===== src/rtl/sync_fifo_comp_if.sv =====
// Handshake and status bundle for sync_fifo_comp.
// The producer/consumer side uses the master modport and the FIFO uses the slave modport.
interface sync_fifo_comp_if #(
    parameter int DATA_W = 8,
    parameter int DEPTH  = 8
);
    localparam int CW = $clog2(DEPTH) + 1;

    logic              wr_en;
    logic [DATA_W-1:0] wr_data;
    logic              rd_en;
    logic [DATA_W-1:0] rd_data;
    logic              rd_valid;
    logic              full;
    logic              empty;
    logic [CW-1:0]     count;
    logic              overflow;
    logic              underflow;

    modport master (
        output wr_en,
        output wr_data,
        output rd_en,
        input  rd_data,
        input  rd_valid,
        input  full,
        input  empty,
        input  count,
        input  overflow,
        input  underflow
    );

    modport slave (
        input  wr_en,
        input  wr_data,
        input  rd_en,
        output rd_data,
        output rd_valid,
        output full,
        output empty,
        output count,
        output overflow,
        output underflow
    );
endinterface


===== src/rtl/sync_fifo_comp.sv =====
// Single-clock FIFO with a registered read port, occupancy counter and
// one-cycle overflow/underflow pulses for rejected requests.
// A write into a full FIFO is still accepted when a read happens in the same
// cycle, because the read frees the slot the write is about to take.
module sync_fifo_comp #(
    parameter int DATA_W = 8,
    parameter int DEPTH  = 8
) (
    input  logic             clk,
    input  logic             rst,
    sync_fifo_comp_if.slave  io_fifo
);
    localparam int AW = $clog2(DEPTH);
    localparam int CW = AW + 1;

    logic [DATA_W-1:0] r_mem [DEPTH];
    logic [AW-1:0]     r_wrPtr;
    logic [AW-1:0]     r_rdPtr;
    logic [CW-1:0]     r_count;
    logic [DATA_W-1:0] r_rdData;
    logic              r_rdValid;
    logic              r_overflow;
    logic              r_underflow;

    logic              w_full;
    logic              w_empty;
    logic              w_wrAccept;
    logic              w_rdAccept;
    logic              w_wrReject;
    logic              w_rdReject;
    logic [CW-1:0]     w_countNext;

    // Status flags come only from the registered count, so wr_en/rd_en never
    // reach full/empty combinationally.
    assign w_full  = (r_count == CW'(DEPTH));
    assign w_empty = (r_count == '0);

    // Accept/reject decisions for this cycle's requests.
    always_comb begin
        w_wrAccept = 1'b0;
        w_rdAccept = 1'b0;
        w_wrReject = 1'b0;
        w_rdReject = 1'b0;
        if (io_fifo.rd_en) begin
            if (w_empty) begin
                w_rdReject = 1'b1;
            end else begin
                w_rdAccept = 1'b1;
            end
        end
        if (io_fifo.wr_en) begin
            if (!w_full || w_rdAccept) begin
                w_wrAccept = 1'b1;
            end else begin
                w_wrReject = 1'b1;
            end
        end
    end

    // Occupancy only moves when exactly one side is accepted.
    always_comb begin
        w_countNext = r_count;
        case ({w_wrAccept, w_rdAccept})
            2'b10:   w_countNext = r_count + CW'(1);
            2'b01:   w_countNext = r_count - CW'(1);
            default: w_countNext = r_count;
        endcase
    end

    // Storage array; left unreset since the pointers and count define what is valid.
    always_ff @(posedge clk) begin
        if (w_wrAccept) begin
            r_mem[r_wrPtr] <= io_fifo.wr_data;
        end
    end

    // Pointers and count; power-of-two depth lets the pointers wrap naturally.
    always_ff @(posedge clk or posedge rst) begin
        if (rst) begin
            r_wrPtr <= '0;
            r_rdPtr <= '0;
            r_count <= '0;
        end else begin
            if (w_wrAccept) begin
                r_wrPtr <= r_wrPtr + AW'(1);
            end
            if (w_rdAccept) begin
                r_rdPtr <= r_rdPtr + AW'(1);
            end
            r_count <= w_countNext;
        end
    end

    // Registered read port; rd_data holds its last word when no read is accepted.
    always_ff @(posedge clk or posedge rst) begin
        if (rst) begin
            r_rdData  <= '0;
            r_rdValid <= 1'b0;
        end else begin
            r_rdValid <= w_rdAccept;
            if (w_rdAccept) begin
                r_rdData <= r_mem[r_rdPtr];
            end
        end
    end

    // Rejection pulses, visible for the single cycle after the offending request.
    always_ff @(posedge clk or posedge rst) begin
        if (rst) begin
            r_overflow  <= 1'b0;
            r_underflow <= 1'b0;
        end else begin
            r_overflow  <= w_wrReject;
            r_underflow <= w_rdReject;
        end
    end

    assign io_fifo.rd_data   = r_rdData;
    assign io_fifo.rd_valid  = r_rdValid;
    assign io_fifo.full      = w_full;
    assign io_fifo.empty     = w_empty;
    assign io_fifo.count     = r_count;
    assign io_fifo.overflow  = r_overflow;
    assign io_fifo.underflow = r_underflow;
endmodule


===== src/flat_wrapper.sv =====
// flat-port wrapper written by rule: the top's interface ports become plain ports
module sync_fifo_comp_flat 
#(
    parameter int DATA_W = 8,
    parameter int DEPTH  = 8
)
  (clk, rst, io_fifo_wr_en, io_fifo_wr_data, io_fifo_rd_en, io_fifo_rd_data, io_fifo_rd_valid, io_fifo_full, io_fifo_empty, io_fifo_count, io_fifo_overflow, io_fifo_underflow);
  sync_fifo_comp_if #(.DATA_W(DATA_W), .DEPTH(DEPTH)) io_fifo_i ();
  input  logic clk;
  input  logic rst;
  input wire logic [$bits(io_fifo_i.wr_en)-1:0] io_fifo_wr_en;
  input wire logic [$bits(io_fifo_i.wr_data)-1:0] io_fifo_wr_data;
  input wire logic [$bits(io_fifo_i.rd_en)-1:0] io_fifo_rd_en;
  output wire logic [$bits(io_fifo_i.rd_data)-1:0] io_fifo_rd_data;
  output wire logic [$bits(io_fifo_i.rd_valid)-1:0] io_fifo_rd_valid;
  output wire logic [$bits(io_fifo_i.full)-1:0] io_fifo_full;
  output wire logic [$bits(io_fifo_i.empty)-1:0] io_fifo_empty;
  output wire logic [$bits(io_fifo_i.count)-1:0] io_fifo_count;
  output wire logic [$bits(io_fifo_i.overflow)-1:0] io_fifo_overflow;
  output wire logic [$bits(io_fifo_i.underflow)-1:0] io_fifo_underflow;
  assign io_fifo_i.wr_en = io_fifo_wr_en;
  assign io_fifo_i.wr_data = io_fifo_wr_data;
  assign io_fifo_i.rd_en = io_fifo_rd_en;
  assign io_fifo_rd_data = io_fifo_i.rd_data;
  assign io_fifo_rd_valid = io_fifo_i.rd_valid;
  assign io_fifo_full = io_fifo_i.full;
  assign io_fifo_empty = io_fifo_i.empty;
  assign io_fifo_count = io_fifo_i.count;
  assign io_fifo_overflow = io_fifo_i.overflow;
  assign io_fifo_underflow = io_fifo_i.underflow;
  sync_fifo_comp #(.DATA_W(DATA_W), .DEPTH(DEPTH)) u_core (.clk(clk), .rst(rst), .io_fifo(io_fifo_i));
endmodule

===== config.mk =====
export PLATFORM = sky130hd
export DESIGN_NAME = sync_fifo_comp_flat
export DESIGN_NICKNAME = d
export VERILOG_FILES = /design/src/rtl/sync_fifo_comp_if.sv /design/src/rtl/sync_fifo_comp.sv /design/src/flat_wrapper.sv
export SDC_FILE = /design/constraint.sdc
export NUM_CORES = 1
export LEC_CHECK = 0
export CAP_MARGIN = 20
export CORE_UTILIZATION = 51
export CTS_CLUSTER_SIZE = 16
export DETAILED_ROUTE_END_ITERATION = 16
export PLACE_DENSITY = 0.74
export SLEW_MARGIN = 10
export SYNTH_ARGS = -nofsm -noshare
export SYNTH_HDL_FRONTEND = slang
export SYNTH_SLANG_ARGS = --single-unit

===== constraint.sdc =====
create_clock -name clk -period 2.2 [get_ports clk]
set_input_delay 0.44 -clock clk [delete_from_list [all_inputs] [get_ports clk]]
set_output_delay 0.44 -clock clk [all_outputs]
set_load 0.02 [all_outputs]

==> impl_metrics.toml <==
[grt]
grt_use_total_pct = 18.1
overflow = 0
grt_pass1_wl_um = 9180
grt_pass1_vias = 1702
antenna_found_initial = 0
grt_max_degree = 35

[layout]
fin_area_um2 = 4200
fill_cells = 471
final_common_cell = "edfxtp_1"
synthToLayoutAreaGrowth_pct = 21.5
final_cell_mix = "64 x edfxtp_1, 26 x clkdlybuf4s50_1, 22 x buf_4, 19 x dfrtp_1, 18 x nand2_1"
num_antenna_cells = 0
drive_above_1_share_pct = 25.9
nets = 286

[floorplan]
die_area_um2 = 7110
io_pins = 29
die_h_um = 84.3
start_util_pct = 53.5
die_w_um = 84.3
core_area_um2 = 6460
row_count = 29

[synth]
yosys.area_share.simple_pct = 6.19
synth_top_family_by_area = "multiplexers"
yosysSeqAreaShare_pct = 70.8
synth_cell_types = 31
synth-compound-area-share_pct = 6.08
synth.area.top_cells = "edfxtp_1 56%, dfrtp_1 15%, mux2_2 5.5%, mux2i_1 4.6%, a221o_1 2.3%"
syn_area_per_cell_um2 = 16.0
synth_fp_nets = 233
synth_area_um2 = 3460
synth.top_cell.area_share_pct = 55.6
ys_seq_elements = 85
synth_top_cell_by_area = "edfxtp_1"
postSynthCellCount = 216
synth_warnings = 0
synthMuxAreaShare_pct = 10.2
synth_fa_ha_area_share_pct = 1.81
synth_xor_area_share_pct = 2.28

[run]
cap_viol_max_count = 0

[sta]
fin_ws_ps = -8.49
hold_viol = 0
skew_ps = 12.7
finalCritPeriodShare_pct = 100
tightest_slew_ps = 693
maxSlewViolCount = 0
max-slew-margin-rel_pct = 53.7
fin_crit_ps = 2210
fmax_mhz = 453
rsz0062_at_grt = "true"
setup_violations = 1
finalHoldWorstSlack_ps = 412

[placement]
dpl_cell_area_um2 = 3970
hpwl_um = 3700
port-buffer-count = 28
gp_congestion = 0.734

[power_and_ir_drop]
swShare_pct = 34.0
leakage_nw = 1.55
seq_power_share_pct = 42.3
p_comb_share_pct = 39.3
vdd_drop_max_mv = 0.559
netSwitchingPower_mw = 1.82
p_per_area_nw_per_um2 = 1280
pwr-share-clk_pct = 18.3
cell_internal_pwr_mw = 3.53

[status]
violations = "DRC, setup timing"
status = "finished, violations left"

[cts]
clkLatencyLatePin_ps = 350
hold_buffers = 0
cts_buffers = 9
root_buffer = "clkbuf_8"
max-clock-path-buffers = 2
cts_tree = "built"
clock_sinks = 85
htreeDepth = 3
cts.reportedPaths.clkPinSlew_ps = 90
cts_setup_buffers = 0

[drt]
maxUsedRoutingLayer = "met4"
ant_nets = 0
drt_iter0_markers = 166
drc_errors = 5
wl_met1_um = 2800
first_pass_iters = 10
vias_per_cell = 5.46
vias = 1916
met3_length_um = 195
wire_per_inst_um = 16.8
wirelength_um = 5900
wl_met2_um = 2760

[setup_path]
required_ps = 2440
worstReg2RegEnd = "u_core.io_fifo.count[2]"
cp_max_fo = 2
r2r_slack_ps = -8
crit_path_start_kind = "register"
r2r_start = "u_core.io_fifo.count[1]"
startpoint = "u_core.io_fifo.count[1]"
reg2reg_depth = 10
crit_type = "reg2reg"
crit_end = "u_core.io_fifo.count[2]"
end_kind = "register"
critical_path_arrival_ps = 2450

[worst_hold_path]
hold_class = "in2async"
critical path, cell delays in order, from the launching register on:
cell      delay, ps
dfrtp_2         400
or4b_4          540
o21a_4          230
clkinv_4         50
ha_4            150
xor2_4           70
ha_4            160
a21oi_2         110
xor2_1          160
nor2_1           60
xor2_1          150
worst min-delay path by stage:
| stage | slack (ps) | endpoint | cells after the start |
|---|---|---|---|
| after global routing | 460 | u_core.io_fifo.rd_data[6] | 3 |
| after CTS | 420 | u_core.io_fifo.rd_data[0] | 3 |
| after detailed placement | 480 | u_core.io_fifo.rd_data[7] | 2 |
| after floorplan | 420 | u_core.io_fifo.count[2] | 1 |
| after global placement | 470 | u_core.io_fifo.rd_data[1] | 2 |
| final | 410 | u_core.io_fifo.rd_data[4] | 3 |
metrics by stage:
step	power [mW]	std cells	setup WS [ps]	TNS (ps)	util, %
finish	5.35	351	-8.49	-8.49	65.0
global route	5.66	351	-73.0	-73.0	65.0
CTS	5.34	351	-48.7	-91.9	64.5
detailed placement	4.34	335	-40.4	-57.2	61.5
global placement	4.32	335	-41.8	-41.8	61.5
floorplan	3.65	216	-204	-374	-
sequential cells by signal (all words and copies together) (netlist names):
name / flops
u_core.r_mem: 64
u_core.io_fifo.rd_data: 8
u_core.io_fifo.count: 4
u_core.r_rdPtr: 3
u_core.r_wrPtr: 3
u_core.io_fifo.overflow: 1
u_core.io_fifo.rd_valid: 1
u_core.io_fifo.underflow: 1
metal layers:
layer,global-route usage (%),up-vias
li1,-,920
met3,3.54,11
met4,10.3,0
met1,25.1,942
met2,27.0,43
met5,0,-
what timing repair did:
| action | in CTS | in global routing |
|---|---|---|
| pin swaps | 5 | 3 |
| cloned | 0 | 0 |
| gates resized for setup | 7 | 6 |
| setup endpoints to repair | 4 | 4 |
power groups by stage:
| stage | combinational (mW) | clock (mW) | sequential, mW |
|---|---|---|---|
| after floorplan | 1.19 | 0 | 2.46 |
| after global placement | 2.02 | 0 | 2.29 |
| after detailed placement | 2.04 | 0 | 2.31 |
| after CTS | 2.07 | 0.997 | 2.27 |
| after global routing | 2.29 | 1.07 | 2.31 |
| final | 2.11 | 0.980 | 2.27 |
logic make-up after synthesis:
logic type / after synthesis
compound gates: 29
xor+xnor: 9
flops: 85
simple gates: 42
fa+ha+maj: 5
mux: 33
buf+inv: 13
cell type report:
cell class | instances | area, µm² | area share (%)
clock buffers | 10 | 128 | 3.04
repair buffers | 51 | 459 | 10.9
flip-flops and latches | 85 | 2450 | 58.4
well taps | 77 | 96.3 | 2.30
multi-input cells | 118 | 998 | 23.8
clock inverters | 6 | 46.3 | 1.10
inverters | 4 | 20.0 | 0.477
cell usage after synthesis:
cell type	count
nor4_2	1
nand2_1	18
nor3_1	4
nor2_1	6
or4b_4	1
ha_1	5
mux2_2	17
nor3b_1	2
inv_6	1
buf_6	3
o21ai_1	8
buf_1	2
a21oi_1	1
buf_4	4
nand2_2	2
o22ai_1	9
inv_2	1
and2_1	1
o21a_4	1
mux2i_1	16
dfrtp_1	21
a32oi_1	1
xor2_1	3
inv_1	2
edfxtp_1	64
o21ai_0	1
a221o_1	8
nand2b_1	5
nor2b_1	1
nor4_1	1
xnor2_1	6
No activity file was read; power rests on OpenSTA's default activity.
